<file path="src/rtl/alu_writeback_sequencer.sv">
// alu_writeback_sequencer
//   Clocked write-back stage behind the adder and logic units. A start
//   request waits a programmable settle time, then captures the selected
//   result into register A or D, updates the Z/C/S flags and pulses done.
//
// Ports
//   clk, reset_n         rising-edge clock, async active-low reset
//   start                request a write-back (sampled only when idle)
//   dest_sel             0 = reg A, 1 = reg D (captured with start)
//   src_sel              0 = adder, 1 = logic unit (captured with start)
//   adder_out/carry      adder unit sum and carry-out
//   logic_out            logic unit result
//   reg_a, reg_d         destination registers
//   flag_z/c/s           flags from the last write-back
//   alu_bus, bus_en      selected result toward the data bus, 0 when bus_en low
//   busy, done           not-idle indicator, one-cycle completion pulse
module alu_writeback_sequencer #(
    parameter int SETTLE_CYCLES = 3,
    parameter int WIDTH         = 8
) (
    input  logic             clk,
    input  logic             reset_n,
    input  logic             start,
    input  logic             dest_sel,
    input  logic             src_sel,
    input  logic [WIDTH-1:0] adder_out,
    input  logic             adder_carry,
    input  logic [WIDTH-1:0] logic_out,
    output logic [WIDTH-1:0] reg_a,
    output logic [WIDTH-1:0] reg_d,
    output logic             flag_z,
    output logic             flag_c,
    output logic             flag_s,
    output logic [WIDTH-1:0] alu_bus,
    output logic             bus_en,
    output logic             busy,
    output logic             done
);

    typedef enum logic [1:0] {IDLE, SETTLE, LOAD, DONE} state_t;

    typedef struct packed {
        logic dest;
        logic src;
    } req_t;

    // A settle time of 0 behaves as 1 cycle.
    localparam int         SETTLE_EFF = (SETTLE_CYCLES < 1) ? 1 : SETTLE_CYCLES;
    localparam logic [3:0] CNT_INIT   = 4'(SETTLE_EFF - 1);

    state_t           state;
    req_t             req_q;
    logic [3:0]       cnt;
    logic [WIDTH-1:0] result;

    // Live inputs muxed by the latched source; the capture happens at the
    // LOAD exit edge so late input changes during SETTLE are honoured.
    assign result  = req_q.src ? logic_out : adder_out;
    assign alu_bus = bus_en ? result : '0;

    always_ff @(posedge clk or negedge reset_n) begin
        if (!reset_n) begin
            state  <= IDLE;
            req_q  <= '0;
            cnt    <= '0;
            reg_a  <= '0;
            reg_d  <= '0;
            flag_z <= 1'b0;
            flag_c <= 1'b0;
            flag_s <= 1'b0;
            bus_en <= 1'b0;
            busy   <= 1'b0;
            done   <= 1'b0;
        end else begin
            case (state)
                IDLE: begin
                    if (start) begin
                        req_q  <= '{dest: dest_sel, src: src_sel};
                        cnt    <= CNT_INIT;
                        state  <= SETTLE;
                        bus_en <= 1'b1;
                        busy   <= 1'b1;
                    end
                end
                SETTLE: begin
                    if (cnt == 4'd0) state <= LOAD;
                    else             cnt   <= cnt - 4'd1;
                end
                LOAD: begin
                    if (req_q.dest) reg_d <= result;
                    else            reg_a <= result;
                    flag_z <= (result == '0);
                    flag_s <= result[WIDTH-1];
                    // Carry only ever comes from the adder.
                    flag_c <= req_q.src ? 1'b0 : adder_carry;
                    state  <= DONE;
                    bus_en <= 1'b0;
                    done   <= 1'b1;
                end
                DONE: begin
                    // start seen here is dropped; it must be re-presented in IDLE.
                    done  <= 1'b0;
                    busy  <= 1'b0;
                    state <= IDLE;
                end
                default: begin
                    state  <= IDLE;
                    bus_en <= 1'b0;
                    busy   <= 1'b0;
                    done   <= 1'b0;
                end
            endcase
        end
    end

endmodule

</file>
<file path="config.mk">
export PLATFORM = sky130hd
export DESIGN_NAME = alu_writeback_sequencer
export DESIGN_NICKNAME = d
export VERILOG_FILES = /design/src/rtl/alu_writeback_sequencer.sv
export SDC_FILE = /design/constraint.sdc
export NUM_CORES = 1
export LEC_CHECK = 0
export CORE_AREA = 5 5 56 58
export DETAILED_ROUTE_END_ITERATION = 10
export DIE_AREA = 0 0 61 63
export DONT_BUFFER_PORTS = 1
export GPL_ROUTABILITY_DRIVEN = 0
export PLACE_DENSITY = 0.79
export SLEW_MARGIN = 20
export SYNTH_ARGS = -nofsm -noshare
export SYNTH_HDL_FRONTEND = slang
export SYNTH_SLANG_ARGS = --single-unit
</file>
<file path="constraint.sdc">
create_clock -name clk -period 3.2 [get_ports clk]
set_clock_uncertainty 0.05 [all_clocks]
set_input_delay 0.8 -clock clk [delete_from_list [all_inputs] [get_ports clk]]
set_output_delay 0.8 -clock clk [all_outputs]
set_load 0.1 [all_outputs]
</file>
Word-level counts from Yosys, hierarchy flattened
Cells that the tools add are included.
{"block": "totals", "register_bits": 30, "latch_bits": 0, "ram_bits": 0, "rom_bits": 0, "out_inout_bits": 30, "wordCells": 47, "n_memories": 0}
{"block": "op_classes", "addsub": 1, "n_mul": 0, "div": 0, "order_cmp": 0, "eq_ne": 6, "shifts": 0, "muxes": 13, "bitwise_logic": 1, "n_reduce_logical": 14}
{"operator": "8-bit two-way mux", "n": 2}
{"operator": "2-bit AND reduction", "n": 6}
{"operator": "8-bit zero test", "n": 1}
{"operator": "4-bit two-way mux", "n": 2}
{"operator": "2-bit one-hot mux with 4 select lines", "n": 1}
{"operator": "4-bit one-hot mux with 2 select lines", "n": 1}
{"operator": "2-bit nonzero test", "n": 4}
{"operator": "2-bit != test, second input constant", "n": 3}
{"operator": "1-bit one-hot mux with 2 select lines", "n": 3}
{"operator": "2-bit == test, second input constant", "n": 2}
{"operator": "4-bit zero test", "n": 1}
{"operator": "2-bit two-way mux", "n": 2}
{"operator": "4-bit by 1-bit subtractor with 4-bit output, second input constant", "n": 1}
{"operator": "3-bit AND reduction", "n": 1}
{"operator": "2-bit by 1-bit == test with 1-bit output, second input constant", "n": 1}
{"operator": "2-bit zero test", "n": 1}
{"operator": "1-bit two-way mux", "n": 2}
{"operator": "1-bit inverter", "n": 1}

Longest topological paths before layout
Gate-level depths: netlist of the first run.
{"block": "depth", "word_depth": 3, "ltp_mapped": 7, "mapped_depth_nobuf": 5}

Worst setup path before layout of the first run
No wires, ideal clock.
{"block": "synth_timing", "path_type": "flip-flop to output port", "start": "register bus_en", "end": "output port alu_bus[0]", "arrival_ps": 2429, "required_time_ps": 2350, "path_slack_ps": -79, "path_stages_with_launch": 2, "cell_sequence": "dfrtp_1 nor2b_1"}
{"block": "synth_via", "elab_chain_cells": 1}
{"item": "start, declared", "line": "35", "text": "output logic bus_en,"}
{"item": "start signal, assigned", "line": "71", "text": "bus_en <= 1'b0;"}
{"item": "start signal, assigned", "line": "81", "text": "bus_en <= 1'b1;"}
{"item": "start signal, assigned", "line": "97", "text": "bus_en <= 1'b0;"}
{"item": "8-bit two-way mux", "line": "59", "text": "assign alu_bus = bus_en ? result : '0;"}
{"item": "end, declared", "line": "34", "text": "output logic [WIDTH-1:0] alu_bus,"}
No other way between the ends.

Worst setup path after layout of the first run
{"block": "layout_timing", "start": "register req_q[0] (netlist name)", "end": "output port alu_bus[7]"}
{"block": "layout_via", "elab_chain_cells": 2}
{"item": "start, declared", "line": "52", "text": "req_t req_q;"}
{"item": "start signal, assigned", "line": "78", "text": "req_q <= '{dest: dest_sel, src: src_sel};"}
{"item": "8-bit two-way mux", "line": "58", "text": "assign result = req_q.src ? logic_out : adder_out;"}
{"item": "8-bit two-way mux", "line": "59"}
No other way between the ends.

==> results of run 1 <==
-- per-stage QoR --
step	hold slack [ps]	instances	worst slack (ps)	instance area, um^2	utilization, %
2_1_floorplan	435	142	386	1480	-
3_3_place_gp	449	176	883	1550	59.4
3_5_place_dp	455	176	857	1550	59.4
4_1_cts	96.4	184	525	1610	61.7
5_1_grt	80.5	184	411	1610	61.7
6_report	104	184	552	1610	61.7
-- cells in the final DEF, fill, tap and decap left out, types with 2 or more instances in the layout --
master	netlist	routed
dfrtp_1	30	30
a21oi_1	14	14
nand2_1	11	11
nor2_1	11	11
o21ai_0	10	10
inv_1	9	9
mux2i_1	9	9
buf_4	0	9
nor2b_2	0	8
ha_1	6	6
clkbuf_4	0	5
nand2b_1	3	3
nor4_1	3	3
mux2_2	3	3
o2bb2ai_1	2	2
nand4_1	2	2
nand4b_1	2	2
-- worst paths after layout --
path | startpoint | to | slack (ps)
worst max register to register | state[0] | reg_d[5] | 1330
worst min-delay path | reset_n | reg_a[2] | 100
max in group asynchronous | reset_n | req_q[1] | 2910
worst max-delay path | req_q[0] | alu_bus[7] | 550
worst min register to register | req_q[1] | req_q[1] | 480
min in group clk | req_q[1] | req_q[1] | 480
-- worst max-delay path: stages (launching register included) --
cell and delay [ps]:
dfrtp_1 670, mux2i_1 490, nor2b_2 70, buf_4 240
-- layer usage --
| layer | global-route usage [%] | share of wire, % | wire (um) |
|---|---|---|---|
| met4 | 8.67 | 2.1 | 68 |
| met3 | 7.02 | 11 | 355 |
| met2 | 29.1 | 51 | 1620 |
| met1 | 21.1 | 36 | 1140 |
| met5 | 0 | 0 | 0 |
-- layout make-up --
class | count | area [um^2] | area share [%]
Clock inverter | 1 | 5.00 | 0.310
Multi-Input combinational cell | 97 | 663 | 41.1
Sequential cell | 30 | 751 | 46.5
Tap cell | 31 | 38.8 | 2.40
Clock buffer | 7 | 55.1 | 3.41
Timing Repair Buffer | 9 | 67.6 | 4.19
Inverter | 9 | 33.8 | 2.09
-- logic make-up after synthesis --
| kind of cell | Yosys count | synth area share (%) |
|---|---|---|
| and+or+nand+nor | 47 | 17.6 |
| AOI/OAI and AO/OA | 32 | 12.8 |
| adders and majority gates | 6 | 5.14 |
| muxes | 12 | 8.48 |
| buffers and inverters | 15 | 4.62 |
| DFF | 30 | 51.4 |
-- sequential cells by signal (all words and copies together) (netlist names) --
signal  cells
done        1
bus_en      1
state       2
flag_z      1
cnt         4
reg_d       8
flag_c      1
req_q       2
flag_s      1
busy        1
reg_a       8
==> out/metrics.csv, run 1 <==
stage,metric,value,unit
final_layout,n_diodes,0,
critical_path,maximum fanout along the worst path,12,
sta,period utilisation layout,82.7,%
detailed_routing,Initial DRC Count,41,
global_routing,global-route usage over all layers,18.3,%
logic_synthesis,Synth Warn #,0,
global_routing,largest net degree at the start of global routing,31,
logic_synthesis,Synth Register Bits,30,
floorplanning,Vert. Die Dim,63,um
final_layout,Nets,180,
clock_network,clock sink count,30,
logic_synthesis,sequential fraction of the synthesis area,51.4,%
detailed_routing,DRC,0,
logic_synthesis,post-synth net total,170,
detailed_routing,"antenna viol nets, final",0,
global_routing,initial antenna violation count,0,
floorplanning,row cnt,19,
critical_path,Crit. End Element,output pin,
detailed_routing,vias,1082,
sta,Final setup violation count,0,
final_layout,fraction of layout cells with a size suffix above 1,19.6,%
global_routing,total grt overflow,0,
sta,Slew Limit Fails,0,
detailed_routing,drt via density,5.88,
sta,Tmin final,2650,ps
logic_synthesis,async set or reset register ratio after synthesis,100,%
clock_network,Setup Buffers After CTS,0,
detailed_routing,WL/cell,17.3,um
sta,RSZ-0062 raised after global routing,false,
floorplanning,Die ar.,3840,um^2
global_routing,number of global-route vias before repair,1143,
global_routing,first-pass GRT wire length,5220,um
clock_network,TritonCTS buffer count,5,
run,max_cap viols,0,
logic_synthesis,synthesized area,1460,um^2
worst_hold_path,worst min path class,in -> async,
floorplanning,starting density of the core,55.9,%
logic_synthesis,Cells after Synth,142,
floorplanning,die width,61,um
place,Buffers on Ports,0,
floorplanning,CORE AREA,2620,um^2
clock_network,CTS tree,done,
place,post-DP HPWL,2450,um
run_status,status,completed,
clock_network,CTS Buffer Depth,2,
sta,worst-margin pin slew,923,ps
final_layout,Fillers,218,
clock_network,root buffer cell,clkbuf_4,
floorplanning,Top Ports,52,
clock_network,clk slew on worst S/H paths,90,ps
critical_path,CP Launch Type,flop,
logic_synthesis,"Avg Cell Area, Syn",10.3,um^2
logic_synthesis,commonest cells in the netlist,"30 x dfrtp_1, 14 x a21oi_1, 11 x nand2_1, 11 x nor2_1, 10 x o21ai_0",
sta,total negative slack,0,ps
clock_network,worst skew pair latency,320,ps
critical_path,Reg2Reg Depth,5,
logic_synthesis,ys flop type,dfrtp_1,
clock_network,CTS H-tree depth,2,
final_layout,Area growth syn-to-layout,10.4,%
critical_path,Crit path required time,2350,ps
logic_synthesis,Yosys top cell area share,51.4,%
clock_network,CTS Hold Bufs,0,
sta,Slew HR,38.5,%
logic_synthesis,most numerous cell in the Yosys netlist,dfrtp_1,
logic_synthesis,cell taking the most area after synthesis,dfrtp_1,
logic_synthesis,Synth cell types,32,
logic_synthesis,synth top area cells,"dfrtp_1 51%, mux2i_1 6.2%, ha_1 5.1%, a21oi_1 4.8%, nor2b_1 3.4%",
detailed_routing,final wirelength,3190,um
logic_synthesis,Post-synth EDFFs,0,
critical_path,worst path arrival time,1800,ps
sta,Fin. Hold Viols,0,
clock_network,# resized after CTS,0,
sta,Peak Freq,378,MHz
detailed_routing,drt pass-1 iters,4,
critical_path,WS Path Type,reg -> out,
Power of run 1 is not shown: default switching activity piles up to over one toggle a cycle in this logic, so the estimate is an artifact.
==> inputs of run 2 (changes only) <==
==> constraint.sdc (replaced) <==
create_clock -name clk -period 2.72 [get_ports clk]
set_clock_uncertainty 0.05 [all_clocks]
set_input_delay 0.68 -clock clk [delete_from_list [all_inputs] [get_ports clk]]
set_output_delay 0.68 -clock clk [all_outputs]
set_load 0.1 [all_outputs]
==> run 2 against run 1 <==
  * Global-route usage increased by 2.1 points
  * Worst hold slack got worse by 0.58 ps
  * Routed wire length increased by 10%
==> out/metrics.csv, run 2 (synthesis gave the netlist of run 1 again) <==
stage,metric,value,unit,change
run_status,status,completed,,
sta,Slew Limit Fails,0,,unchanged
clock_network,root buffer cell,clkbuf_4,,
final_layout,Nets,195,,+8.3%
sta,period utilisation layout,91.0,%,
sta,total negative slack,0,ps,unchanged
global_routing,grt met2 use,34.8,%,+5.6 points
detailed_routing,vias,1188,,+9.8%
global_routing,total grt overflow,0,,unchanged
sta,Final setup violation count,0,,unchanged
global_routing,grt met1 use,21.6,%,+0.52 points
place,post-DP HPWL,2730,um,+12%
critical_path,worst path arrival time,1740,ps,-60 ps
global_routing,Most Crowded Layer GR,met2,,
clock_network,CTS H-tree depth,2,,unchanged
detailed_routing,DRC,0,,unchanged
detailed_routing,WL/cell,17.7,um,+2.1%
global_routing,global-route usage over all layers,20.5,%,+2.1 points
critical_path,CP Launch Type,flop,,
critical_path,Reg2Reg Depth,5,,unchanged
global_routing,largest net degree at the start of global routing,31,,unchanged
sta,Peak Freq,404,MHz,
clock_network,worst skew pair latency,330,ps,about the same
sta,Slew HR,37.5,%,-1.0 points
clock_network,clk slew on worst S/H paths,100,ps,about the same
sta,Fin. Hold Viols,0,,unchanged
detailed_routing,drt pass-1 iters,4,,unchanged
global_routing,initial antenna violation count,0,,unchanged
final_layout,biggest regs,"reg_a (8), reg_d (8), cnt (4)",,
floorplanning,CORE AREA,2620,um^2,unchanged
floorplanning,Top Ports,52,,unchanged
detailed_routing,Initial DRC Count,44,,+7.3%
final_layout,n_diodes,0,,unchanged
worst_hold_path,worst min path class,in -> async,,
sta,Tmin final,2470,ps,
detailed_routing,"antenna viol nets, final",0,,unchanged
global_routing,number of global-route vias before repair,1241,,+8.6%
final_layout,"commonest non-fill, non-tap cells in the layout","30 x dfrtp_1, 15 x buf_4, 14 x a21oi_1, 11 x nand2_1, 11 x nor2_1",,
place,Buffers on Ports,0,,unchanged
sta,RSZ-0062 raised after global routing,false,,
floorplanning,starting density of the core,55.9,%,unchanged
critical_path,WS Path Type,reg -> out,,
clock_network,TritonCTS buffer count,5,,unchanged
global_routing,first-pass GRT wire length,5860,um,+12%
floorplanning,Die ar.,3840,um^2,unchanged
clock_network,CTS tree,done,,
place,Placed Cells,190,,+8.0%
critical_path,Crit. End Element,output pin,,
run,max_cap viols,0,,unchanged
critical_path,Crit path required time,1990,ps,-360 ps
clock_network,CTS Buffer Depth,2,,unchanged
detailed_routing,final wirelength,3520,um,+10%
clock_network,clock sink count,30,,unchanged
floorplanning,row cnt,19,,unchanged
detailed_routing,drt via density,5.97,,+1.5%
final_layout,fin cells,199,,+8.2%
floorplanning,die width,61,um,unchanged
global_routing,grt met3 use,8.47,%,+1.4 points
final_layout,"commonest non-fill, non-tap cell in the layout",dfrtp_1,,
critical_path,maximum fanout along the worst path,12,,unchanged
floorplanning,Vert. Die Dim,63,um,unchanged
final_layout,fraction of layout cells with a size suffix above 1,27.4,%,+7.8 points
final_layout,Area growth syn-to-layout,27.1,%,
sta,worst-margin pin slew,938,ps,+14.9 ps
## run 2: changes by cell type in the layout (fill, tap and decap cells not counted), sizes merged
| cell | previous run | this run |
|---|---|---|
| clkinv | 1 | 0 |
| clkbuf | 7 | 8 |
| buf | 9 | 24 |
## run 2: timing repair
| action | CTS | global route |
|---|---|---|
| hold buffers | 1 | 0 |
| resized for setup | 0 | 0 |
| hold endpoints to repair | 30 | 0 |
| setup buffers | 0 | 0 |
## run 2: stage by stage
stage | hold WS, ps | util (%) | setup WS (ps) | cell area (um^2)
detailed placement | 335 | 67.3 | 642 | 1760
global placement | 335 | 67.3 | 702 | 1760
CTS | 94.5 | 71.1 | 274 | 1860
floorplan | 334 | - | 25.9 | 1480
finish | 104 | 71.1 | 245 | 1860
global route | 94.6 | 71.1 | 158 | 1860
## run 2: cell type report
type | instances | area (um^2)
multi-input cells | 97 | 663
repair buffers | 24 | 293
flip-flops and latches | 30 | 751
fillers | 198 | 757
inverters | 9 | 33.8
well taps | 31 | 38.8
clock buffers | 8 | 78.8
## run 2: critical path, stage by stage, from the launching register on
cell	delay [ps]
dfrtp_1	690
mux2i_1	440
nor2b_2	100
buf_12	180
## run 2: metal layers
layer  up-vias  wire, um
met4         0        62
met3         8       404
met5         -         0
met1       576      1170
met2        58      1880
li1        546         -
## run 2: final timing paths
| path | start | to | slack [ps] |
|---|---|---|---|
| min in group clk | dest_sel | req_q[1] | 450 |
| setup / recovery | req_q[0] | alu_bus[3] | 250 |
| hold / removal | reset_n | reg_d[5] | 100 |
| hold reg to reg | cnt[1] | cnt[1] | 490 |
| setup reg to reg | state[0] | reg_d[0] | 870 |
| max in group asynchronous | reset_n | flag_s | 2340 |
Power of run 2 is left out for the same reason.
